--- src/rtl/dmem_arbiter.sv ---
// dmem_arbiter: shares the single-port data memory between the EXE-stage
// load/store path (port 0) and the block-op engine (port 1). Round-robin
// arbitration with a bounded burst lock for port 1, registered read return,
// and a pipeline stall whenever port 0 asks but is not served.
module dmem_arbiter #(
    parameter int unsigned AW       = 8,
    parameter int unsigned DW       = 19,
    parameter int unsigned MAX_LOCK = 8
) (
    input  logic          clk,
    input  logic          rst,
    // port 0: EXE stage
    input  logic          req0,
    input  logic          we0,
    input  logic [AW-1:0] addr0,
    input  logic [DW-1:0] wd0,
    // port 1: block-op engine
    input  logic          req1,
    input  logic          we1,
    input  logic [AW-1:0] addr1,
    input  logic [DW-1:0] wd1,
    input  logic          lock1,
    // grants and read return
    output logic          gnt0,
    output logic          gnt1,
    output logic          rvalid0,
    output logic          rvalid1,
    output logic [DW-1:0] rdata,
    output logic          stall,
    // data memory port
    output logic          mem_we,
    output logic [AW-1:0] mem_addr,
    output logic [DW-1:0] mem_wd,
    input  logic [DW-1:0] mem_rd,
    // statistics
    output logic [7:0]    conflict_cnt
);

    localparam logic [7:0] LOCK_LIMIT = 8'(MAX_LOCK);
    localparam logic [7:0] CNT_MAX    = 8'hFF;

    // Registered state
    logic          last_q,     last_d;      // port granted most recently
    logic          owner_q,    owner_d;     // port 1 holds burst ownership
    logic [7:0]    lock_cnt_q, lock_cnt_d;  // locked grants taken while port 0 waited
    logic [7:0]    conflict_q, conflict_d;
    logic          rvalid0_q,  rvalid0_d;
    logic          rvalid1_q,  rvalid1_d;
    logic [DW-1:0] rdata_q,    rdata_d;

    // Combinational arbitration results
    logic lock_active;
    logic grant0;
    logic grant1;

    // Arbitration: burst lock first, then round-robin on ties, else the lone requester
    always_comb begin
        // NOTE: every signal assigned in an always_comb gets a default first;
        // a path that leaves one unassigned infers a latch.
        grant0      = 1'b0;
        grant1      = 1'b0;
        lock_active = lock1 & req1 & owner_q & (lock_cnt_q < LOCK_LIMIT);
        if (!rst) begin
            if (lock_active) begin
                grant1 = 1'b1;
            end else if (req0 && req1) begin
                // last_q==1 means port 1 went last, so port 0 wins the tie
                if (last_q) grant0 = 1'b1;
                else        grant1 = 1'b1;
            end else if (req0) begin
                grant0 = 1'b1;
            end else if (req1) begin
                grant1 = 1'b1;
            end
        end
    end

    // Memory port mux: granted port drives; idle cycles present port 0 with no write
    always_comb begin
        mem_we   = 1'b0;
        mem_addr = addr0;
        mem_wd   = wd0;
        if (grant1) begin
            mem_we   = we1;
            mem_addr = addr1;
            mem_wd   = wd1;
        end else if (grant0) begin
            mem_we   = we0;
        end
    end

    // Next-state for priority pointer, burst ownership and the lock counter
    always_comb begin
        last_d     = last_q;
        owner_d    = owner_q;
        lock_cnt_d = lock_cnt_q;
        if (rst) begin
            last_d     = 1'b1;
            owner_d    = 1'b0;
            lock_cnt_d = '0;
        end else begin
            if (grant0 || grant1) begin
                last_d = grant1;
            end
            // Ownership follows the last grant; dropping req1 releases it
            if (grant0 || grant1) begin
                owner_d = grant1;
            end else if (!req1) begin
                owner_d = 1'b0;
            end
            // Count only grants that held port 0 off; any port 0 grant or
            // release of the burst restarts the budget
            if (grant0 || !lock1 || !req1) begin
                lock_cnt_d = '0;
            end else if (grant1 && req0 && lock_active) begin
                lock_cnt_d = lock_cnt_q + 8'd1;
            end
        end
    end

    // Next-state for read return and the conflict statistic
    always_comb begin
        rvalid0_d  = 1'b0;
        rvalid1_d  = 1'b0;
        rdata_d    = rdata_q;
        conflict_d = conflict_q;
        if (rst) begin
            rdata_d    = '0;
            conflict_d = '0;
        end else begin
            if (grant0 && !we0) begin
                rvalid0_d = 1'b1;
                rdata_d   = mem_rd;
            end else if (grant1 && !we1) begin
                rvalid1_d = 1'b1;
                rdata_d   = mem_rd;
            end
            if (req0 && req1 && (conflict_q != CNT_MAX)) begin
                conflict_d = conflict_q + 8'd1;
            end
        end
    end

    // State registers; reset is folded into the _d logic above
    always_ff @(posedge clk) begin
        // NOTE: sequential state uses non-blocking assignment so every flop
        // samples the pre-edge value of its neighbours.
        last_q     <= last_d;
        owner_q    <= owner_d;
        lock_cnt_q <= lock_cnt_d;
        conflict_q <= conflict_d;
        rvalid0_q  <= rvalid0_d;
        rvalid1_q  <= rvalid1_d;
        rdata_q    <= rdata_d;
    end

    assign gnt0         = grant0;
    assign gnt1         = grant1;
    assign stall        = req0 & ~grant0;
    assign rvalid0      = rvalid0_q;
    assign rvalid1      = rvalid1_q;
    assign rdata        = rdata_q;
    assign conflict_cnt = conflict_q;

endmodule

--- config.mk ---
export PLATFORM = sky130hd
export DESIGN_NAME = dmem_arbiter
export DESIGN_NICKNAME = d
export VERILOG_FILES = /design/src/rtl/dmem_arbiter.sv
export SDC_FILE = /design/constraint.sdc
export NUM_CORES = 1
export LEC_CHECK = 0
export CORE_MARGIN = 3
export CORE_UTILIZATION = 37
export CTS_BUF_LIST = sky130_fd_sc_hd__clkbuf_8
export CTS_CLUSTER_SIZE = 24
export DETAILED_ROUTE_END_ITERATION = 8
export PLACE_DENSITY = 0.87
export SLEW_MARGIN = 20
export SYNTH_ARGS = -nofsm -noshare
export SYNTH_HDL_FRONTEND = slang
export SYNTH_SLANG_ARGS = --single-unit
--- constraint.sdc ---
create_clock -name clk -period 2.7 [get_ports clk]
set_input_delay 0.675 -clock clk [delete_from_list [all_inputs] [get_ports clk]]
set_output_delay 0.675 -clock clk [all_outputs]
set_load 0.01 [all_outputs]
After elaboration in Yosys (flattened, before gate mapping) --
Index checks and enable logic that the tools add are counted. Widths: inputs -> output; s select.
Storage, ports and cells: register bits after elaboration 39, output and inout bits 60
Operators by class: add/sub/neg operators 2, order comparisons 1, eq/ne operators 2, multiplexer cells 21, bitwise operators 5, reductions and logical operators 16
Operators with widths (count):
- $mux 19 | 3
- $mux 1 | 17
- $add 8x1->8 const B | 2
- $lt 8x4->1 const B | 1
- $mux 8 | 1
- $ne 8x8->1 const B | 1
- $logic_and 1x1->1 | 6
- $and 1x1->1 | 4
- $logic_not 1->1 | 4
- $reduce_or 2->1 | 2
- $logic_or 1x1->1 | 3
- $ne 2x1->1 const B | 1
- $reduce_bool 2->1 | 1
- $not 1->1 | 1

Longest topological paths before layout --
Gate-level depths: netlist (run 1).
word-level depth 8, mapped depth 7

Worst setup path before layout (run 1) --
OpenSTA, ideal clock, no wires.
path kind input port to output port, from input lock1, to output mem_addr[0], arrival 1.909 ns, data required time 2.025 ns, setup slack 0.116 ns, cell stages on the path 6, path through and4bb_4 a22o_4 and2_4 buf_6 buf_12 mux2_4
On the way: longest elaborated chain between the ends 6
Ends and longest elaborated chain:
- start: declaration | line 22 | input logic lock1,
- $and 1x1->1 (3 in a row) | line 62 | lock_active = lock1 & req1 & owner_q & (lock_cnt_q < LOCK_LIMIT);
- $mux 1 | line 64 | if (lock_active) begin
- $mux 1 | line 63 | if (!rst) begin
- net gnt1 | line 25 | output logic gnt1,
- $mux 8 | line 83 | if (grant1) begin
- end: declaration | line 32 | output logic [AW-1:0] mem_addr,
The timed path passes the listed nets, and every way through them passes these cells.

Worst setup path after layout (run 1) --
from input lock1, to output mem_wd[4]
On the way: longest elaborated chain between the ends 6
Ends and longest elaborated chain:
- $and 1x1->1 (3 in a row) | line 62
- $mux 1 | line 64
- $mux 1 | line 63
- $mux 19 | line 83
- end: declaration | line 33 | output logic [DW-1:0] mem_wd,
No other way between the ends.

==> parameters.txt, run 1 <==
Parameter                              Value

Placed design
  Cell Count Post-Placement ... 405
  RePlAce Congestion ... a little under 0.8
  Port Buffer Count ... 139
  Post-DP HPWL ... between 5 and 6 mm
  Total cell area at the placement stage ... 0.00370 mm²

Clocking
  Worst-Skew Late Latency ... 290 ps
  CTS Buf Count ... 5
  Clock Pin Slew Worst Setup and Hold Paths ... approximately 70 ps
  Number of buffers added to fix hold violations after cts ... 0
  H-tree depth ... 2
  Clock tree root buffer cell ... clkbuf_8
  TritonCTS clock tree ... built
  CTS sink cnt ... 39
  Number of buffers between clock root and the deepest sink ... 2

Global routing
  Antenna violations before repair ... 0
  Tot GR Track Use ... 0.194
  Overflow left after global routing ... 0
  Maximum number of pins on one net before global-route repair ... 34
  Global-route wire length before repair ... slightly below 10 mm
  Number of global-route vias before repair ... a little over 2000

Cells and area
  Layout Area Growth over Synthesis ... 81.7%
  Final layout net count ... 424
  Antenna diode instance count ... 0
  Number of standard cells in the final layout excluding fillers ... approximately 420
  Post-Route Utilization ... 0.699
  Share of post-route cells with drive strength above 1 ... 0.315
  Final instance area ... roughly 0.0039 mm²

Floorplanning
  Initial Util ... 0.385
  Cell Rows ... 27
  Die width ... 82.2 µm
  Ports placed on the boundary ... 140
  DIE AREA ... slightly below 0.007 mm²
  Placeable core region ... approximately 0.0056 mm²
  Vertical die dimension ... 82.2 µm

Timing
  Setup repair after global routing missed its margin ... yes
  Max Clock Skew ... about 6.5 ps
  Fin crit share ... 0.996
  Setup violation total in the final timing report ... 0
  Post-Route Hold Slack ... around 500 ps
  Slew margin rel. ... 0.756
  Achievable Freq ... about 0.37 GHz
  Number of pins exceeding their max-slew limit in the final report ... 0
  Total count of hold-check failures in the final report ... 0
  Transition time at the pin with the least slew margin ... 366 ps
  Shortest period the worst path allows ... roughly 2700 ps

Detailed routing
  Total number of vias ... between 1500 and 2000
  Post-detailed-route DRC marker count ... 0
  Mean routed wirelength per cell ... approximately 16 µm
  Post-DRT Antenna Nets ... 0
  Wire length reported by the detailed router ... just under 7 mm
  DR iter-0 viols ... around 110
  Per-cell via count in the routed design ... 4.78
  Drt pass-1 iters ... 4

Hold path
  Class of the worst hold path ... reg -> reg
  Min-Delay Endpoint ... lock_cnt_q[6]
  Cells on Worst Hold Path ... 1
  Hold wc startpoint ... lock_cnt_q[6]

Synthesis
  Ys flop type ... dfxtp_1
  Share of async-settable or async-resettable flops after synthesis ... 0
  Most numerous cell types in the synthesized netlist ... dfxtp_1, mux2_4, nor2b_1
  Ranking of synthesized cells by area ... dfxtp_1, mux2_4, mux2_2
  Syn Nets ... ~270
  Synthesized instance count ... roughly 190
  Number of enable-type register cells in the synthesized netlist ... 0
  Yosys reg bits ... 39
  Number of different library cells in the post-synthesis netlist ... 40
  Share of Yosys cell area claimed by the top area cell type ... 0.364
  Post-Synthesis Mean Instance Area ... between 10 and 15 µm²
  Cell taking the most area after synthesis ... dfxtp_1
  Warnings, synthesis ... 0
  Most instantiated library cell after synthesis ... dfxtp_1
  Seq/Total Area, Yosys ... 0.364
  Syn Std Cell Area ... 0.00215 mm²

Critical path
  Length in cells of the worst reg-to-reg path ... 6
  Largest fanout of any net on the critical path ... 8
  Critical path capture point type ... output pin
  FF-to-FF setup slack ... 880 ps
  Startpoint types ... input port
  Cells traversed along the worst timing path ... buf_2 -> and4bb_4 -> a22o_4 -> and2_4 -> buf_12 -> mux2_2 -> buf_6
  Data arrival time of the worst path ... about 2000 ps
  Worst stage delay on the critical path ... ~350 ps
  Worst setup path class ... in -> out
  Worst reg2reg startpoint ... lock_cnt_q[6]
  Worst endpoint required time ... roughly 2000 ps
  Critical register-to-register path endpoint ... rdata[4]
  Master of the slowest instance on the critical path ... mux2_2

Outcome
  Status ... completed

Power and ir drop
  Static Leakage ... roughly 1.6 nW
  Overall power after layout ... 0.00155 W
  Power per cell area ... 398 mW/mm²
  Max IR drop VDD ... 0.000339 V

Run
  Maximum capacitance violations ... 0
routing by layer:
| layer | global-route usage | up-vias | wire length [µm] | part of all wire |
|---|---|---|---|---|
| met5 | 0 | - | 0 | 0 |
| met4 | 0.0615 | 0 | 88 | 0.013 |
| met3 | 0.0803 | 8 | 832 | 0.12 |
| met2 | 0.343 | 103 | 3320 | 0.49 |
| met1 | 0.208 | 910 | 2540 | 0.37 |
| li1 | - | 964 | - | - |
report_power, final:
group / switching [W] / internal (W)
Sequential: 0.0000156 / 0.000606
Clock: 0.000194 / 0.000229
Combinational: 0.000165 / 0.000343
Total: 0.000374 / 0.00118
cell usage in the layout, fill, tap and decap left out, types with 2 or more instances in the layout:
master and instances:
mux2_2 11, nand4_1 2, buf_2 4, mux2i_1 2
nor2b_1 21, nand2b_1 2, clkdlybuf4s50_1 104, xnor2_1 3
nand2_1 4, nor2_1 13, buf_16 2, ha_1 2
dlygate4sd2_1 6, buf_12 3, xor2_1 3, inv_1 3
a21oi_1 2, a211oi_1 4, and2_1 7, clkbuf_8 7
buf_6 25, nand3_1 6, mux2_4 35, dfxtp_1 38
a21oi_4 2, buf_4 12
per-stage QoR:
step / worst slack, ps / setup TNS [ps]
floorplan: 116 / 0
global placement: -648 / -18940
detailed placement: -672 / -19550
CTS: 14.5 / 0
global route: -40.9 / -70.4
finish: 12.0 / 0
state kept, by name, summed over array words and instances, names as in the netlist:
signal        flops
conflict_cnt      8
rvalid0           1
last_q            1
owner_q           1
rvalid1           1
lock_cnt_q        8
rdata            19
worst max-delay path: cells and delay by family:
| kind | cells | cell delay [ps] |
|---|---|---|
| simple gates | 2 | 470 |
| buf+inv | 3 | 380 |
| mux | 1 | 350 |
| compound gates | 1 | 130 |
area by class of cell:
| class | instances | area [µm²] |
|---|---|---|
| multi-input combinational | 137 | 1300 |
| timing repair buffer | 157 | 1620 |
| clock inverter | 1 | 3.75 |
| fill | 444 | 1680 |
| inverter | 2 | 7.51 |
| clock buffer | 7 | 96.3 |
| tap | 72 | 90.1 |
| sequential | 39 | 782 |
cell families after synthesis:
family	Yosys count	share of synthesized area
simple gates	64	0.180
compound gates	17	0.0746
xor+xnor	6	0.0245
buf+inv	10	0.0443
mux	48	0.301
flops	39	0.364
fa+ha+maj	2	0.0117
worst max path at each step:
| stage | slack, ps | start | end | depth (start not counted) |
|---|---|---|---|---|
| finish | 10 | lock1 | mem_wd[4] | 7 |
| global route | -40 | lock_cnt_q[7] | mem_wd[4] | 6 |
| CTS | 10 | lock_cnt_q[4] | mem_wd[1] | 6 |
| detailed placement | -670 | lock1 | mem_wd[0] | 7 |
| global placement | -650 | lock1 | mem_wd[3] | 7 |
| floorplan | 120 | lock1 | mem_addr[0] | 6 |
what timing repair did:
item / in CTS / in global routing
setup endpoints to repair: 31 / 9
gates cloned: 2 / 0
buffers inserted: 0 / 0
resized for setup: 145 / 16
pin swaps: 4 / 2
No activity file was read; power rests on OpenSTA's default activity.
==> inputs of run 2 (changes only) <==
- CELL_PAD_IN_SITES_DETAIL_PLACEMENT: unset -> 1
- CELL_PAD_IN_SITES_GLOBAL_PLACEMENT: unset -> 1
- CORE_UTILIZATION: 37 -> 27
- HOLD_SLACK_MARGIN: unset -> 0.03
- PLACE_DENSITY: 0.87 -> 0.88
==> run 2 against run 1 <==
Net effect: the run now ends with negative setup slack left; worst setup slack lost 71 ps; die area is 34% higher; sequential power barely moved; highest routed layer unchanged; combinational power increased by 1%; clock power grew 2%.
==> parameters.txt, run 2 (synthesis results as in run 1) <==
Parameter                              Value

Outcome
  Status ... finished, violations left
  Violated checks ... negative setup slack

Cells and area
  Most frequent standard cell in the layout excluding fill and tap cells ... clkdlybuf4s50_1
  Antenna diode instance count ... 0
  Layout Area Growth over Synthesis ... 84.1%
  Number of flip-flops in the largest register ... 19
  Most frequent cells in the layout ... clkdlybuf4s50_1, mux2_4, dfxtp_1, buf_6, nor2b_1
  Share of post-route cells with drive strength above 1 ... 0.324
  Post-Route Utilization ... 0.528
  Final layout net count ... about 430
  Number of standard cells in the final layout excluding fillers ... between 400 and 500

Floorplanning
  Placeable core region ... approximately 0.0075 mm²
  Die width ... between 90 and 100 µm
  Ports placed on the boundary ... 140
  DIE AREA ... 0.00905 mm²
  Initial Util ... 0.287
  Cell Rows ... 31
  Vertical die dimension ... about 95 µm

Global routing
  Global-route wire length before repair ... 11.3 mm
  Maximum number of pins on one net before global-route repair ... 34
  Number of global-route vias before repair ... around 2300
  Overflow left after global routing ... 0
  Tot GR Track Use ... 0.159
  Antenna violations before repair ... 0

Detailed routing
  Post-detailed-route DRC marker count ... 0
  Wire length reported by the detailed router ... 7.47 mm
  DR iter-0 viols ... 33
  Routed metal-1 wirelength ... between 2 and 3 mm
  Highest routed layer ... met4
  Mean routed wirelength per cell ... 16.8 µm
  Total number of vias ... around 2000
  Met2 wire len ... between 3 and 4 mm
  Post-DRT Antenna Nets ... 0
  Drt pass-1 iters ... 4
  Metal3 WL ... around 900 µm
  Per-cell via count in the routed design ... 4.59

Run
  Maximum capacitance violations ... 0

Clocking
  CTS Buf Count ... 5
  Worst-Skew Late Latency ... 290 ps
  H-tree depth ... 2
  Clock Pin Slew Worst Setup and Hold Paths ... ~80 ps
  Clock tree root buffer cell ... clkbuf_8
  Number of buffers between clock root and the deepest sink ... 2
  CTS sink cnt ... 39
  Number of buffers added to fix hold violations after cts ... 0
  TritonCTS clock tree ... built

Timing
  Max Clock Skew ... ~5 ps
  Total count of hold-check failures in the final report ... 0
  Achievable Freq ... roughly 0.36 GHz
  Setup violation total in the final timing report ... 9
  TNS Setup ... -516 ps
  Number of pins exceeding their max-slew limit in the final report ... 0
  Transition time at the pin with the least slew margin ... roughly 600 ps
  Slew margin rel. ... 0.606
  Post-route worst setup slack ... -58.9 ps
  Fin crit share ... 1.02
  Setup repair after global routing missed its margin ... yes
  Shortest period the worst path allows ... between 2000 and 3000 ps

Placed design
  Cell Count Post-Placement ... 431
  Post-DP HPWL ... 5.74 mm
  RePlAce Congestion ... approximately 0.75
  Port Buffer Count ... 139

Power and ir drop
  Static Leakage ... 1.66 nW
  Overall power after layout ... roughly 0.0016 W
  Max IR drop VDD ... about 0.00026 V
  Power per cell area ... slightly below 400 mW/mm²

Critical path
  Worst setup path class ... in -> out
  FF-to-FF setup slack ... 720 ps
  Startpoint types ... input port
  Critical path capture point type ... output pin
  Data arrival time of the worst path ... roughly 2100 ps
  Largest fanout of any net on the critical path ... 8
  Worst endpoint required time ... between 2000 and 2500 ps

Hold path
  Class of the worst hold path ... reg -> reg
run 2: cell types whose count changed in the layout (fill, tap and decap cells not counted), moves of 2 or more:
cell and delta:
buf_12 +3, buf_2 +2, mux2_4 +2, mux2_2 -2
buf_16 -2
run 2: final cells by class:
cell class / instances / area [µm²]
tap: 99 / 124
clock inverter: 1 / 3.75
sequential: 39 / 783
clock buffer: 7 / 96.3
timing repair buffer: 160 / 1630
multi-input combinational: 137 / 1300
fill: 814 / 3540
inverter: 2 / 7.51
run 2: final timing paths:
check | startpoint | cells past startpoint | to
worst min register to register | lock_cnt_q[6] | 1 | lock_cnt_q[6]
worst min-delay path | lock_cnt_q[6] | 1 | lock_cnt_q[6]
worst max register to register | lock_cnt_q[4] | 7 | lock_cnt_q[6]
worst max-delay path | req1 | 8 | mem_wd[10]
run 2: what timing repair did:
action / CTS / global route
gates resized for setup: 148 / 17
setup endpoints to repair: 31 / 26
pin swaps: 3 / 1
buffers inserted: 4 / 2
gates cloned: 2 / 0
run 2: through the flow:
step	hold WS (ps)	cell area, µm²	setup slack, ps
floorplan	422	2150	116
CTS	481	3900	-80.5
detailed placement	460	3720	-704
global route	511	3950	-83.6
finish	497	3950	-58.9
global placement	437	3720	-663
run 2: power breakdown:
group	total [W]	internal, W	switching (W)
logic	0.000513	0.000345	0.000167
registers	0.000623	0.000606	0.0000164
clock network	0.000430	0.000230	0.000200
total	0.00157	0.00118	0.000384
run 2: critical path, stage by stage:
cell and delay (ps):
buf_6 90, and4bb_4 200, a22o_4 240, and2_4 200
buf_12 150, buf_6 110, mux2_4 290, buf_6 120
run 2: per-layer routing:
layer | global-route usage | up-vias
li1 | - | 972
met1 | 0.159 | 945
met2 | 0.299 | 114
met3 | 0.0671 | 10
met4 | 0.0409 | 0
met5 | 0 | -
==> inputs of run 3 (changes only) <==
--- a/config.mk
+++ b/config.mk
@@ -15,5 +15,5 @@
 export HOLD_SLACK_MARGIN = 0.03
 export PLACE_DENSITY = 0.88
-export SLEW_MARGIN = 20
+export SLEW_MARGIN = 40
 export SYNTH_ARGS = -nofsm -noshare
 export SYNTH_HDL_FRONTEND = slang
==> constraint.sdc (replaced) <==
create_clock -name clk -period 2.7 [get_ports clk]
set_input_delay 0.675 -clock clk [delete_from_list [all_inputs] [get_ports clk]]
set_output_delay 0.675 -clock clk [all_outputs]
set_load 0.005 [all_outputs]
==> run 3 against run 2 <==
Net effect: the run still ends with negative setup slack left; first-iteration DRC count rose by 3.0%; sequential share of layout area rose by 0.23 points; fmax rose by 0.88%; clock power fell by 5.8%; clock-buffer cell count fell by 1; cell area fell by 1.3%; global-route usage fell by 0.27 points; sequential cell count did not move; register-to-register slack improved by 70 ps; worst setup slack improved by 24 ps; largest power group unchanged; highest routed layer unchanged.
==> parameters.txt, run 3 (synthesis results as in run 1) <==
Parameter                              Value

Outcome
  Status ... finished, violations left
  Violated checks ... negative setup slack

Floorplanning
  Ports placed on the boundary ... between 100 and 150
  Die width ... roughly 95 µm
  Vertical die dimension ... about 95 µm
  Placeable core region ... 0.00749 mm²
  Initial Util ... 0.287
  DIE AREA ... roughly 0.0091 mm²
  Cell Rows ... 31

Timing
  Max Clock Skew ... roughly 3.5 ps
  Achievable Freq ... about 0.37 GHz
  Setup violation total in the final timing report ... 4
  Setup repair after global routing missed its margin ... yes
  Fin crit share ... 1.01
  Shortest period the worst path allows ... 2730 ps
  Post-route worst setup slack ... -34.9 ps
  Number of pins exceeding their max-slew limit in the final report ... 0
  Slew margin rel. ... 0.638
  Transition time at the pin with the least slew margin ... ~540 ps
  Total count of hold-check failures in the final report ... 0

Hold path
  Class of the worst hold path ... reg -> reg
  Min-Delay Endpoint ... lock_cnt_q[3]
  Cells on Worst Hold Path ... 1
  Hold wc startpoint ... lock_cnt_q[3]

Detailed routing
  Drt pass-1 iters ... 2
  Post-detailed-route DRC marker count ... 0
  Total number of vias ... approximately 2000
  DR iter-0 viols ... 34
  Per-cell via count in the routed design ... approximately 4.6
  Wire length reported by the detailed router ... 7.25 mm
  Post-DRT Antenna Nets ... 0
  Mean routed wirelength per cell ... between 15 and 20 µm

Critical path
  Worst endpoint required time ... 2030 ps
  Worst reg2reg startpoint ... lock_cnt_q[7]
  Worst setup path class ... in -> out
  Critical register-to-register path endpoint ... rdata[10]
  Largest fanout of any net on the critical path ... 5
  Length in cells of the worst reg-to-reg path ... 7
  Critical path capture point type ... output pin
  Data arrival time of the worst path ... 2060 ps
  Startpoint types ... input port
  FF-to-FF setup slack ... roughly 800 ps

Run
  Maximum capacitance violations ... 0

Cells and area
  Area taken by flip-flops and latches ... just under 800 µm²
  Final layout net count ... about 430
  Share of post-route cells with drive strength above 1 ... 0.328
  Number of flip-flops in the largest register ... 19
  Number of standard cells in the final layout excluding fillers ... between 400 and 500
  Layout Area Growth over Synthesis ... 81.7%
  Final instance area ... approximately 0.0039 mm²
  Most frequent standard cell in the layout excluding fill and tap cells ... clkdlybuf4s50_1
  Multi-input gate area ... roughly 0.0013 mm²
  Post-Route Utilization ... 0.521
  Filler cell count ... roughly 800
  Most frequent cells in the layout ... clkdlybuf4s50_1, dfxtp_1, mux2_4, nor2b_1, buf_6

Power and ir drop
  Static Leakage ... around 1.6 nW
  Power per cell area ... 385 mW/mm²
  Overall power after layout ... 0.00150 W
  Max IR drop VDD ... roughly 0.00018 V

Clocking
  Clock tree root buffer cell ... clkbuf_8
  Number of buffers between clock root and the deepest sink ... 2
  CTS sink cnt ... 39
  H-tree depth ... 2
  Worst-Skew Late Latency ... between 200 and 300 ps
  CTS Buf Count ... 5
  TritonCTS clock tree ... built
  Clock Pin Slew Worst Setup and Hold Paths ... approximately 80 ps

Global routing
  Overflow left after global routing ... 0
  Maximum number of pins on one net before global-route repair ... 34
  Global-route wire length before repair ... 11.2 mm
  Number of global-route vias before repair ... between 2000 and 2500
  Antenna violations before repair ... 1
  Tot GR Track Use ... 0.156

Placed design
  Pre-CTS setup slack ... -674 ps
  Port Buffer Count ... approximately 140
  Total cell area at the placement stage ... ~0.0037 mm²
  Cell Count Post-Placement ... between 400 and 500
  RePlAce Congestion ... just under 0.8
  Post-DP HPWL ... roughly 5.8 mm
## run 3: worst max path at each step
stage	start	end	slack, ps	cells past startpoint
6_report	req1	mem_wd[9]	-30	8
5_1_grt	lock_cnt_q[7]	mem_wd[9]	-70	7
4_1_cts	req1	mem_wd[9]	-40	8
3_5_place_dp	lock1	mem_wd[1]	-670	7
3_3_place_gp	lock1	mem_wd[1]	-630	7
2_1_floorplan	lock1	mem_addr[0]	130	6
## run 3: report_power, final
group | internal (W) | total (W) | switching [W]
combinational | 0.000335 | 0.000474 | 0.000139
sequential | 0.000606 | 0.000623 | 0.0000167
clock | 0.000201 | 0.000405 | 0.000204
## run 3: repair_timing
action | CTS | global route
gates resized for setup | 154 | 4
hold endpoints to repair | 0 | 0
endpoints found under the setup margin | 31 | 19
cloned | 2 | 0
pin swaps | 5 | 0
hold buffers | 0 | 0
buffers inserted | 4 | 0
## run 3: final cells by class
cell class	instances	area share
inverter	2	0.00193
multi-input combinational	137	0.333
sequential	39	0.201
clock buffer	6	0.0212
tap	99	0.0318
clock inverter	1	0.00128
antenna	1	0.000642
timing repair buffer	159	0.409
## run 3: critical path, stage by stage
cell      delay [ps]
buf_6             90
and4bb_4         200
a22o_4           240
and2_4           170
buf_12           140
buf_8            120
mux2_4           300
buf_6            120
## run 3: metal layers
layer / vias up / share of wire / track usage
met5: - / 0 / 0
li1: 972 / - / -
met3: 7 / 0.13 / 0.0718
met2: 110 / 0.48 / 0.287
met4: 0 / 0.013 / 0.0457
met1: 935 / 0.37 / 0.156
## run 3: per-stage QoR
step / hold slack [ps] / setup TNS [ps]
finish: 486 / -126
global route: 524 / -271
CTS: 483 / -575
detailed placement: 464 / -19630
global placement: 439 / -18350
floorplan: 422 / 0
==> RTL change: new RTL, settings of run 2 <==
Set the parameter `AW` to 7 (it was 8).
--- a/src/rtl/dmem_arbiter.sv
+++ b/src/rtl/dmem_arbiter.sv
@@ -4,5 +4,5 @@
 // and a pipeline stall whenever port 0 asks but is not served.
 module dmem_arbiter #(
-    parameter int unsigned AW       = 8,
+    parameter int unsigned AW       = 7,
     parameter int unsigned DW       = 19,
     parameter int unsigned MAX_LOCK = 8
Interface: changed (resized addr0, addr1 and mem_addr); port bits go from 140 to 137. No check against the original RTL was run, so the function may have changed too.
==> RTL change against run 2 <==
Wire length is 7.3% lower. Sequential cell count stayed put. Via count is 4.1% lower. Power is 0.93% lower. Cell area is 5.8% lower. Worst setup slack better by 0.12 ns. Register-to-register slack worse by 0.23 ns. Sequential share of layout area is 1.2 points higher. Synthesized area is 0.52% lower. Critical path type unchanged. Largest power group unchanged.
==> RTL change: results (changes against run 2) <==
stage,metric,value,unit,change
outcome,status,"finished, final reports clean",,
grt,first-pass GRT wire length,10600,µm,-5.9%
grt,number of global-route vias before repair,2151,,-7.0%
synth,commonest cells in the netlist,"dfxtp_1, mux2_4, nor2b_1",,
setup_path,crit path to,mem_addr[4],,
placed_design,port buffer count,136,,-2.2%
worst_hold_path,worst hold endpoint,lock_cnt_q[3],,
detailed_routing,highest metal used,met4,,
detailed_routing,vias per std cell,4.49,,-2.1%
pwr,Gate power share,29.5,%,-3.3 points
detailed_routing,DRT Pass-1 Iters,4,,unchanged
detailed_routing,met2 WL,3430,µm,-7.8%
cells_and_area,layout cells sized above 1,31.5,%,-0.92 points
grt,gr usage total,15.2,%,-0.71 points
setup_path,Reg2Reg Depth,6,,-1
grt,met3 Use GR,6.37,%,-0.33 points
grt,M1 GR Usage,15.8,%,-0.13 points
detailed_routing,vias,1958,,-4.1%
setup_path,WP data arrival,1.97,ns,-0.11 ns
synth,mux cell area share after synthesis,29.8,%,-0.37 points
detailed_routing,Routed WL per cell,15.9,µm,-5.3%
grt,M2 GR Usage,28.3,%,-1.6 points
cells_and_area,# diodes,0,,unchanged
synth,sequential element share of the synthesized area,36.6,%,+0.19 points
placed_design,GP Congestion,0.776,,+2.8%
synth,post-synthesis compound-gate area fraction,7.50,%,+0.039 points
pwr,VDD IR max,0.237,mV,-7.9%
clock_tree,total clock sinks,39,,unchanged
cells_and_area,fill count,805,,-1.1%
detailed_routing,met3 WL post-DR,854,µm,-5.5%
synth,Synth Net Count,265,,-1.1%
placed_design,placed wire-length estimate,5560,µm,-3.2%
timing,measured slew at the worst slew-check pin,0.772,ns,+0.184 ns
placed_design,Inst Count DP,426,,-1.2%
synth,Post-Syn Instances,185,,-0.54%
detailed_routing,met1 wire length,2600,µm,-5.1%
worst_hold_path,hold_sp,lock_cnt_q[3],,
pwr,Net Switching,0.371,mW,-3.5%
cells_and_area,ClkCell Share,2.86,%,+0.32 points
setup_path,CP Max Fanout,9,,+1
worst_hold_path,number of cells on the worst hold path,1,,unchanged
setup_path,FF-to-FF End,rdata[14],,
setup_path,Register-to-Register Setup Slack,0.49,ns,-0.23 ns
cells_and_area,multi-input logic portion of the cell area,33.9,%,+0.91 points
cells_and_area,fin nets,417,,-2.3%
synth,area share of fa/ha/maj cells after synthesis,1.17,%,+0.0062 points
setup_path,R2R Path Start,lock_cnt_q[6],,
cells_and_area,fraction of area in registers,21.0,%,+1.2 points
cells_and_area,NonClk Buf Share,38.7,%,-2.6 points
detailed_routing,1st-iter DRT viols,23,,-30%
cells_and_area,non-clock buffer count,153,,-4.4%
synth,Area contributors post-synth,"dfxtp_1, mux2_4, mux2_2",,
timing,Clock Skews,0.00482,ns,-0.0000891 ns
pwr,Leakage Power,1.54,nW,-7.0%
-- RTL change: through the flow --
stage               cell area [µm²]  hold WS [ns]  power (mW)  setup WS, ns  setup TNS (ns)
finish                         3720         0.487        1.55        0.0585               0
global route                   3720         0.520        1.63       0.00162               0
CTS                            3760         0.491        1.59       -0.0499          -0.289
detailed placement             3660         0.472        1.11        -0.862          -30.76
global placement               3660         0.450        1.10        -0.804          -28.29
floorplan                      2130         0.422       0.835         0.119               0
-- RTL change: logic make-up after synthesis --
group,Yosys count
compound gates,17
flops,39
fa+ha+maj,2
buf+inv,10
simple gates,64
xor+xnor,6
mux,47
-- RTL change: worst max-delay path: stages --
cell	delay, ns
buf_8	0.10
and4bb_4	0.20
a22o_4	0.24
and2_4	0.17
buf_12	0.15
mux2_4	0.30
buf_2	0.14
-- RTL change: what timing repair did --
item                       4_1_cts  5_1_grt
gates resized for setup        136        2
pin swaps                        4        1
setup endpoints to repair       49        9
gates cloned                     1        0
setup buffers                    3        0
